--- src/rtl/axis_tap_pkg.sv ---
`timescale 1ns/1ps
`default_nettype none
// +-----------------------------------------------------------------------+
// | axis_tap_pkg : shared entry type and saturating-increment helper      |
// | Revision 1.0                                                          |
// +-----------------------------------------------------------------------+
package axis_tap_pkg;

    localparam int TAP_FIELD_W = 16;
    localparam int SAT_W       = 32;

    typedef struct packed {
        logic                   last;
        logic [TAP_FIELD_W-1:0] field;
    } tap_entry_t;

    // Counters up to SAT_W bits wide share this helper; callers zero-extend in and truncate out.
    function automatic logic [SAT_W-1:0] sat_inc(
        input logic [SAT_W-1:0] value,
        input logic [SAT_W-1:0] max_value
    );
        return (value >= max_value) ? value : value + 32'd1;
    endfunction

endpackage : axis_tap_pkg
`default_nettype wire

--- src/rtl/axis_stream_tap_fifo.sv ---
`timescale 1ns/1ps
`default_nettype none
// +-----------------------------------------------------------------------+
// | tap_sync_fifo : show-ahead synchronous FIFO with simultaneous push/pop|
// | Revision 1.0                                                          |
// +-----------------------------------------------------------------------+
module tap_sync_fifo #(
    parameter int WIDTH = 17,
    parameter int DEPTH = 16
) (
    input  logic             clk_i,
    input  logic             rst_ni,
    input  logic             push_i,
    input  logic [WIDTH-1:0] din_i,
    input  logic             pop_i,
    output logic [WIDTH-1:0] dout_o,
    output logic             full_o,
    output logic             empty_o
);

    localparam int          AW      = $clog2(DEPTH);
    localparam logic [AW:0] PTR_ONE = {{AW{1'b0}}, 1'b1};

    logic [WIDTH-1:0] mem_q [DEPTH];
    logic [AW:0]      wr_ptr_q, wr_ptr_d;
    logic [AW:0]      rd_ptr_q, rd_ptr_d;
    logic             w_do_push;
    logic             w_do_pop;

    assign empty_o   = (wr_ptr_q == rd_ptr_q);
    assign full_o    = (wr_ptr_q[AW] != rd_ptr_q[AW]) &&
                       (wr_ptr_q[AW-1:0] == rd_ptr_q[AW-1:0]);
    assign w_do_pop  = pop_i & ~empty_o;
    // When full, a pop frees the slot being written in the same cycle.
    assign w_do_push = push_i & (~full_o | w_do_pop);

    assign wr_ptr_d  = w_do_push ? wr_ptr_q + PTR_ONE : wr_ptr_q;
    assign rd_ptr_d  = w_do_pop  ? rd_ptr_q + PTR_ONE : rd_ptr_q;

    assign dout_o    = empty_o ? '0 : mem_q[rd_ptr_q[AW-1:0]];

    always_ff @(posedge clk_i) begin
        if (w_do_push) begin
            mem_q[wr_ptr_q[AW-1:0]] <= din_i;
        end
    end

    always_ff @(posedge clk_i or negedge rst_ni) begin
        if (!rst_ni) begin
            wr_ptr_q <= '0;
            rd_ptr_q <= '0;
        end else begin
            wr_ptr_q <= wr_ptr_d;
            rd_ptr_q <= rd_ptr_d;
        end
    end

endmodule : tap_sync_fifo
`default_nettype wire

--- src/rtl/axis_stream_tap.sv ---
`timescale 1ns/1ps
`default_nettype none
// +-----------------------------------------------------------------------+
// | axis_stream_tap : passive AXI-Stream monitor with decimated field tap |
// | Revision 1.0                                                          |
// +-----------------------------------------------------------------------+
module axis_stream_tap
    import axis_tap_pkg::*;
#(
    parameter int DATA_WIDTH  = 32,
    parameter int FIELD_LSB   = 16,
    parameter int FIELD_WIDTH = 16,
    parameter int FIFO_DEPTH  = 16,
    parameter int CNT_WIDTH   = 16
) (
    input  logic                     s00_axis_aclk,
    input  logic                     s00_axis_aresetn,
    input  logic                     s00_axis_tvalid,
    input  logic                     s00_axis_tready,
    input  logic                     s00_axis_tlast,
    input  logic [DATA_WIDTH-1:0]    s00_axis_tdata,
    input  logic                     enable,
    input  logic [7:0]               decim,
    input  logic                     clear_stats,
    output logic                     m01_axis_tvalid,
    input  logic                     m01_axis_tready,
    output logic [FIELD_WIDTH-1:0]   m01_axis_tdata,
    output logic                     m01_axis_tlast,
    output logic [FIELD_WIDTH/8-1:0] m01_axis_tstrb,
    output logic [CNT_WIDTH-1:0]     beat_count,
    output logic [CNT_WIDTH-1:0]     drop_count,
    output logic                     overflow
);

    localparam int              ENTRY_W = FIELD_WIDTH + 1;
    localparam logic [SAT_W-1:0] CNT_MAX = SAT_W'({CNT_WIDTH{1'b1}});

    logic                 w_beat;
    logic [7:0]           w_decim_eff;
    logic                 w_capture;
    logic                 w_pop;
    logic                 w_full;
    logic                 w_empty;
    logic                 w_drop;
    logic [ENTRY_W-1:0]   w_fifo_din;
    logic [ENTRY_W-1:0]   w_fifo_dout;
    logic                 unused_tdata_bits;

    logic [7:0]           dec_cnt_q, dec_cnt_d;
    logic [CNT_WIDTH-1:0] beat_q, beat_d;
    logic [CNT_WIDTH-1:0] drop_q, drop_d;
    logic                 ovf_q, ovf_d;

    assign w_beat      = s00_axis_tvalid & s00_axis_tready;
    assign w_decim_eff = (decim == 8'd0) ? 8'd1 : decim;
    assign w_capture   = w_beat & enable & ((dec_cnt_q == 8'd0) | s00_axis_tlast);
    assign w_pop       = m01_axis_tvalid & m01_axis_tready;
    assign w_drop      = w_capture & w_full & ~w_pop;
    assign w_fifo_din  = {s00_axis_tlast, s00_axis_tdata[FIELD_LSB +: FIELD_WIDTH]};
    assign unused_tdata_bits = ^s00_axis_tdata;

    // ">=" rather than "==" so a decim lowered below the running count wraps at once.
    always_comb begin
        dec_cnt_d = dec_cnt_q;
        if (w_beat && enable) begin
            if (s00_axis_tlast || (dec_cnt_q >= w_decim_eff - 8'd1)) begin
                dec_cnt_d = 8'd0;
            end else begin
                dec_cnt_d = dec_cnt_q + 8'd1;
            end
        end
    end

    always_comb begin
        beat_d = beat_q;
        drop_d = drop_q;
        ovf_d  = ovf_q;
        if (clear_stats) begin
            beat_d = '0;
            drop_d = '0;
            ovf_d  = 1'b0;
        end else begin
            if (w_beat) begin
                beat_d = CNT_WIDTH'(sat_inc(SAT_W'(beat_q), CNT_MAX));
            end
            if (w_drop) begin
                drop_d = CNT_WIDTH'(sat_inc(SAT_W'(drop_q), CNT_MAX));
                ovf_d  = 1'b1;
            end
        end
    end

    always_ff @(posedge s00_axis_aclk or negedge s00_axis_aresetn) begin
        if (!s00_axis_aresetn) begin
            dec_cnt_q <= 8'd0;
            beat_q    <= '0;
            drop_q    <= '0;
            ovf_q     <= 1'b0;
        end else begin
            dec_cnt_q <= dec_cnt_d;
            beat_q    <= beat_d;
            drop_q    <= drop_d;
            ovf_q     <= ovf_d;
        end
    end

    tap_sync_fifo #(
        .WIDTH (ENTRY_W),
        .DEPTH (FIFO_DEPTH)
    ) u_fifo (
        .clk_i   (s00_axis_aclk),
        .rst_ni  (s00_axis_aresetn),
        .push_i  (w_capture),
        .din_i   (w_fifo_din),
        .pop_i   (w_pop),
        .dout_o  (w_fifo_dout),
        .full_o  (w_full),
        .empty_o (w_empty)
    );

    assign m01_axis_tvalid = ~w_empty;
    assign m01_axis_tlast  = w_fifo_dout[ENTRY_W-1];
    assign m01_axis_tdata  = w_fifo_dout[FIELD_WIDTH-1:0];
    assign m01_axis_tstrb  = '1;
    assign beat_count      = beat_q;
    assign drop_count      = drop_q;
    assign overflow        = ovf_q;

endmodule : axis_stream_tap
`default_nettype wire

--- config.mk ---
export PLATFORM = sky130hd
export DESIGN_NAME = axis_stream_tap
export DESIGN_NICKNAME = d
export VERILOG_FILES = /design/src/rtl/axis_tap_pkg.sv /design/src/rtl/axis_stream_tap_fifo.sv /design/src/rtl/axis_stream_tap.sv
export SDC_FILE = /design/constraint.sdc
export NUM_CORES = 1
export LEC_CHECK = 0
export ABC_CLOCK_PERIOD_IN_PS = 3650
export BUFFER_PORTS_ARGS = -buffer_cell sky130_fd_sc_hd__buf_2
export CAP_MARGIN = 20
export CORE_MARGIN = 1.5
export CORE_UTILIZATION = 53
export DETAILED_ROUTE_END_ITERATION = 16
export GPL_ROUTABILITY_DRIVEN = 0
export PLACE_DENSITY = 0.72
export SETUP_SLACK_MARGIN = 0.2
export SLEW_MARGIN = 20
export SYNTH_ARGS = -nofsm -noshare
export SYNTH_HDL_FRONTEND = slang
export SYNTH_SLANG_ARGS = --single-unit
--- constraint.sdc ---
create_clock -name s00_axis_aclk -period 3.65 [get_ports s00_axis_aclk]
set_input_delay 0.1825 -clock s00_axis_aclk [delete_from_list [all_inputs] [get_ports s00_axis_aclk]]
set_output_delay 0.1825 -clock s00_axis_aclk [all_outputs]
set_load 0.02 [all_outputs]
Word level (Yosys, flattened, before mapping):

Memories as Yosys holds them, arrays and structs flattened.
Cells that the tools add are included.

* register bits: 51
* memory bits (writable): 272
* bits of input ports: 48
* word-level logic and storage cells: 56
* memories: 1

Memories
* u_fifo.mem_q: depth 16, bits a word 17, read ports 1, clocked after Yosys merged registers in 0, wr ports 1, RTL line axis_stream_tap_fifo.sv:24 `logic [WIDTH-1:0] mem_q [DEPTH];`

* add/subtract/negate cells: 6
* order comparisons: 3
* eq/ne operators: 5
* multiplexer cells: 13
* bitwise gates (word level): 13
* reductions and logical operators: 9

Operators by type and width (number)
* two-way mux 16 bit: 6
* adder 16 x 1 -> 16 bit (second input constant): 2
* >= comparator 16 bit (second input constant): 2
* two-way mux 17 bit: 1
* zero test 8 bit: 2
* two-way mux 8 bit: 2
* adder 5 x 1 -> 5 bit (second input constant): 2
* adder 8 x 1 -> 8 bit (second input constant): 1
* bitwise AND 1 bit: 8
* >= comparator 8 bit: 1
* subtractor 8 x 1 -> 8 bit (second input constant): 1
* equality test 5 bit: 1
* equality test 4 bit: 1
* two-way mux 1 bit: 4
* inequality test 2 bit (second input constant): 2
* AND reduction 2 bit: 2
* nonzero test 2 bit: 2
* inverter 1 bit: 3
* logical AND 1 bit: 2
* bitwise OR 1 bit: 2
* logical OR 1 bit: 1
* inequality test 1 bit: 1

Longest topological paths before layout:

* word-level depth: 8
* gate-level depth with buffers: 11
* depth with buffers taken out: 11

Cells and area by module:

From an unflattened synthesis, not the netlist that was laid out.

* cell total of the unflattened synthesis: 772
* area total of the unflattened synthesis: 13531.7 µm²

By module, submodules not included
* tap_sync_fifo: times used 1, cells an instance 492, area each 10996.8 µm²
* axis_stream_tap: times used 1, cells an instance 280, area each 2534.9 µm²

Least setup slack after synthesis:

No wires, ideal clock.

* kind: register to register
* start point: register dec_cnt_q[0]
* end point: memory u_fifo.mem_q[10][0] (enable)
* setup time: 391 ps
* data arrival time: 2281 ps
* slack: 978 ps
* stages on the path, launching flop included: 8
* period minus slack after synthesis: 2672 ps
* path through: dfrtp_1 inv_1 ha_1 nor4b_1 a21oi_1 a211oi_2 nand3b_1 nor2_1

* cells in the longest elaborated chain, start to end: 6

Ends and longest elaborated chain
* start, declared: RTL line axis_stream_tap.sv:49 `logic [7:0] dec_cnt_q, dec_cnt_d;`
* start signal, assigned: RTL line axis_stream_tap.sv:100 `dec_cnt_q <= dec_cnt_d;`
* zero test 8 bit: RTL line axis_stream_tap.sv:56 `assign w_capture = w_beat & enable & ((dec_cnt_q == 8'd0) | s00_axis_tlast);`
* bitwise OR 1 bit: RTL line axis_stream_tap.sv:56
* bitwise AND 1 bit: RTL line axis_stream_tap.sv:56
* bitwise AND 1 bit: RTL line axis_stream_tap_fifo.sv:35 `assign w_do_push = push_i & (~full_o | w_do_pop);`
* two-way mux 1 bit: RTL line axis_stream_tap_fifo.sv:43 `if (w_do_push) begin`
* two-way mux 1 bit (not written as such): RTL line axis_stream_tap_fifo.sv:44 `mem_q[wr_ptr_q[AW-1:0]] <= din_i;`
* end, declared: RTL line axis_stream_tap_fifo.sv:24

Every way passes these cells.

Worst setup path after layout:

* start point: register u_fifo.rd_ptr_q[1]
* end point: output port m01_axis_tlast

* cells in the longest elaborated chain, start to end: 2
* elaborated cells between the ends (all ways): 3

Ends and longest elaborated chain
* start, declared: RTL line axis_stream_tap_fifo.sv:26 `logic [AW:0] rd_ptr_q, rd_ptr_d;`
* start signal, assigned: RTL line axis_stream_tap_fifo.sv:54 `rd_ptr_q <= rd_ptr_d;`
* memory read (16 x 17 bit) / equality test 5 bit (equally long branches)
* two-way mux 17 bit *: RTL line axis_stream_tap_fifo.sv:40 `assign dout_o = empty_o ? '0 : mem_q[rd_ptr_q[AW-1:0]];`
* end, declared: RTL line axis_stream_tap.sv:28 `output logic m01_axis_tlast,`

Mark *: on every way between the ends. The rest lies on a longest branch, timed or not.

==> impl_metrics.ini <==
[synthesis]
syn_avg_cell_area_um2 = 18.1
synth_edf_count = 272
async_flop_share_pct = 15.8
yosysTopAreaCell = edfxtp_1
synth_ff_type = edfxtp_1
synth_area_um2 = 13500
synth_top_family_by_area = multiplexers
synth-compound-area-share_pct = 2.95
synth-seq-cells = 323
synthCells = 746
netlist_top_cells_area = edfxtp_1, mux4_2, dfrtp_1, ha_1, and2_1
yosys.area.top_type_share_pct = 60.5
synth_adder_area_share_pct = 1.67
synth_mux_area_share_pct = 14.5
ys_warn_count = 0
synthSimpleGateAreaFrac_pct = 6.93
yosysSeqAreaShare_pct = 70.0
synth-xor-area-share_pct = 2.27
synth_cell_types = 50

[hold_path]
hold_path_class = in -> reg

[global_route]
gr-max-usage-layer = met2
overflow = 0
grt_max_degree = 72
met1_usage_pct = 28.2
grt_pass1_vias = 7619
antenna_found_initial = 0
gr-usage-met3_pct = 3.59
met2_usage_pct = 38.3
track_usage_pct = 21.8
grt_first_pass_wirelength_um = 43000

[run_status]
status = finished, final reports clean

[place]
placed_cells = 1143
hpwl_um = 16000
pre_cts_ws_ns = 0.735
port_buffers = 82
placed_cell_area_um2 = 14400

[cells_and_area]
final_common_cell = edfxtp_1
post-route-util_pct = 61.7
drive_gt1_share_pct = 29.0
nNetsFinal = 917
fillers = 1793
final_cell_count_no_fill = 1205
area_growth_pct = 14.8
n_antenna_cell = 0
fin_area_um2 = 15500
seq_area_um2 = 9450
final_cell_mix = edfxtp_1, mux4_2, buf_2
multi_input_area_um2 = 3840

[power_and_ir_drop]
p_per_area_nw_per_um2 = 672
p_leak_nw = 5.40
seq_power_share_pct = 40.4
power.internal_mw = 7.44
power_frac_comb_pct = 27.7
vdd_drop_max_mv = 0.539
pwr-share-clk_pct = 31.9
p_total_mw = 10.4
switching_share_pct = 28.5
p_sw_mw = 2.96

[cts]
cts_tree = done
cts_setup_buffers = 0
clk_path_buf_depth = 3
clkSinkCount = 323
numCtsBuffers = 34
cts.reportedPaths.clkPinSlew_ns = 0.06
clock_latency_ns = 0.52
cts.root.buffer_cell = clkbuf_16
h-tree-depth = 2

[drt]
postRouteAntennaNets = 0
num_vias = 7263
initialDrtViolationCount = 586
drt-total-wl_um = 27800
vias_per_cell = 6.03
drc = 0
wl_per_cell_um = 23.0
firstDrtPassIters = 5

[timing]
finalSetupViolCount = 0
fin_crit_ns = 3.17
final_max_slew_viol_count = 0
finClkSkew_ns = 0.0304
fin_ws_ns = 0.475
hold_slack_ns = 0.0360
fin_crit_sh_pct = 87.0
hold_viol = 0
rsz0062_at_grt = no
tns_ns = 0
fmax_mhz = 315
tightest_slew_ns = 1.04
maxSlewHeadroom_pct = 30.4

[worst_setup_path]
critPathKind = reg -> out
worst_setup_path_end_kind = output pin
cp_slowest_stage_delay_ns = 0.78
critPathSlowestCell = buf_4
worstPathArrival_ns = 2.99
worstPathMaxFanout = 71
path_cells = buf_4, mux4_2, mux4_2, and2_1, buf_2
crit_path_frequent_cell = mux4_2
critPathRequiredTime_ns = 3.47
start_kind = flop

[job]
maxCapViolCount = 0

[floorplan]
dieArea_um2 = 26400
die_h_um = 163
rows = 58
initial_utilization_pct = 53.7
num_io_pins = 101
core_um2 = 25100
die_w_um = 163
-- power groups by stage --
stage / clock [mW] / sequential, mW / combinational, mW
5_1_grt: 3.51 / 4.21 / 3.11
4_1_cts: 3.37 / 4.20 / 2.95
2_1_floorplan: 0 / 4.23 / 2.19
6_report: 3.31 / 4.20 / 2.88
3_3_place_gp: 0 / 4.27 / 2.86
3_5_place_dp: 0 / 4.28 / 2.93
-- synth_stat cells (4+ instances only) --
cell      number
nand3_1       14
dfrtp_1       51
nor2_1        27
nand2_1       25
nand4_1        8
o31ai_1        9
o211ai_1       4
inv_1         15
nor2b_1        4
buf_2         11
nor4_1         4
mux4_2        85
or4_1          9
and4_1         7
edfxtp_1     272
nor3_1        10
a21oi_1       24
and2_1        30
o21ai_0       12
or3_1          7
clkbuf_1      22
xor2_1        19
xnor2_1       16
and3_1         9
ha_1          18
-- final cells by class --
| cell class | instances | area share (%) |
|---|---|---|
| repair buffers | 105 | 4.20 |
| flip-flops and latches | 323 | 61.0 |
| clock buffers | 44 | 5.87 |
| clock inverters | 16 | 1.07 |
| multi-input cells | 372 | 24.8 |
| well taps | 330 | 2.67 |
| inverters | 15 | 0.364 |
-- timing repair --
action,4_1_cts,5_1_grt
hold endpoints to repair,14,0
hold buffers,2,0
gates resized for setup,0,0
-- worst max-delay path: cells and delay by family (launching register included) --
family / cells / cell delay, ns
and+or+nand+nor: 1 / 0.18
buffers and inverters: 2 / 0.94
DFF: 1 / 0.37
muxes: 2 / 0.95
-- worst paths after layout --
check                                        to                from  depth (start not counted)  slack [ns]
setup reg to reg           u_fifo.mem_q[14][10]        dec_cnt_q[0]                          8        0.63
max in group asynchronous    u_fifo.rd_ptr_q[0]    s00_axis_aresetn                          3        2.73
min in group asynchronous        beat_count[15]    s00_axis_aresetn                          2        0.10
hold / removal             u_fifo.mem_q[14][15]  s00_axis_tdata[31]                          1        0.04
setup / recovery                 m01_axis_tlast  u_fifo.rd_ptr_q[1]                          5        0.48
hold reg to reg              u_fifo.rd_ptr_q[4]  u_fifo.rd_ptr_q[4]                          1        0.50
-- metal layers --
metal / routed length, um / vias to the layer above
met3: 1520 / 37
met4: 479 / 0
li1: - / 3199
met1: 11100 / 3765
met2: 14600 / 262
met5: 0 / -
-- logic make-up (layout without fill, tap and decap cells) --
group | Yosys count | after routing
muxes | 89 | 89
buffers and inverters | 52 | 180
adders and majority gates | 18 | 18
and+or+nand+nor | 165 | 165
DFF | 323 | 323
xor gates and xnor gates | 35 | 35
other | 1 | 2
AOI/OAI and AO/OA | 63 | 63
-- registers in the layout, indices dropped and copies added (netlist names) --
register         cells
u_fifo.rd_ptr_q      5
drop_count          16
dec_cnt_q            8
u_fifo.mem_q       272
u_fifo.wr_ptr_q      5
overflow             1
beat_count          16
Note: power is estimated with default switching activity, not from simulation.
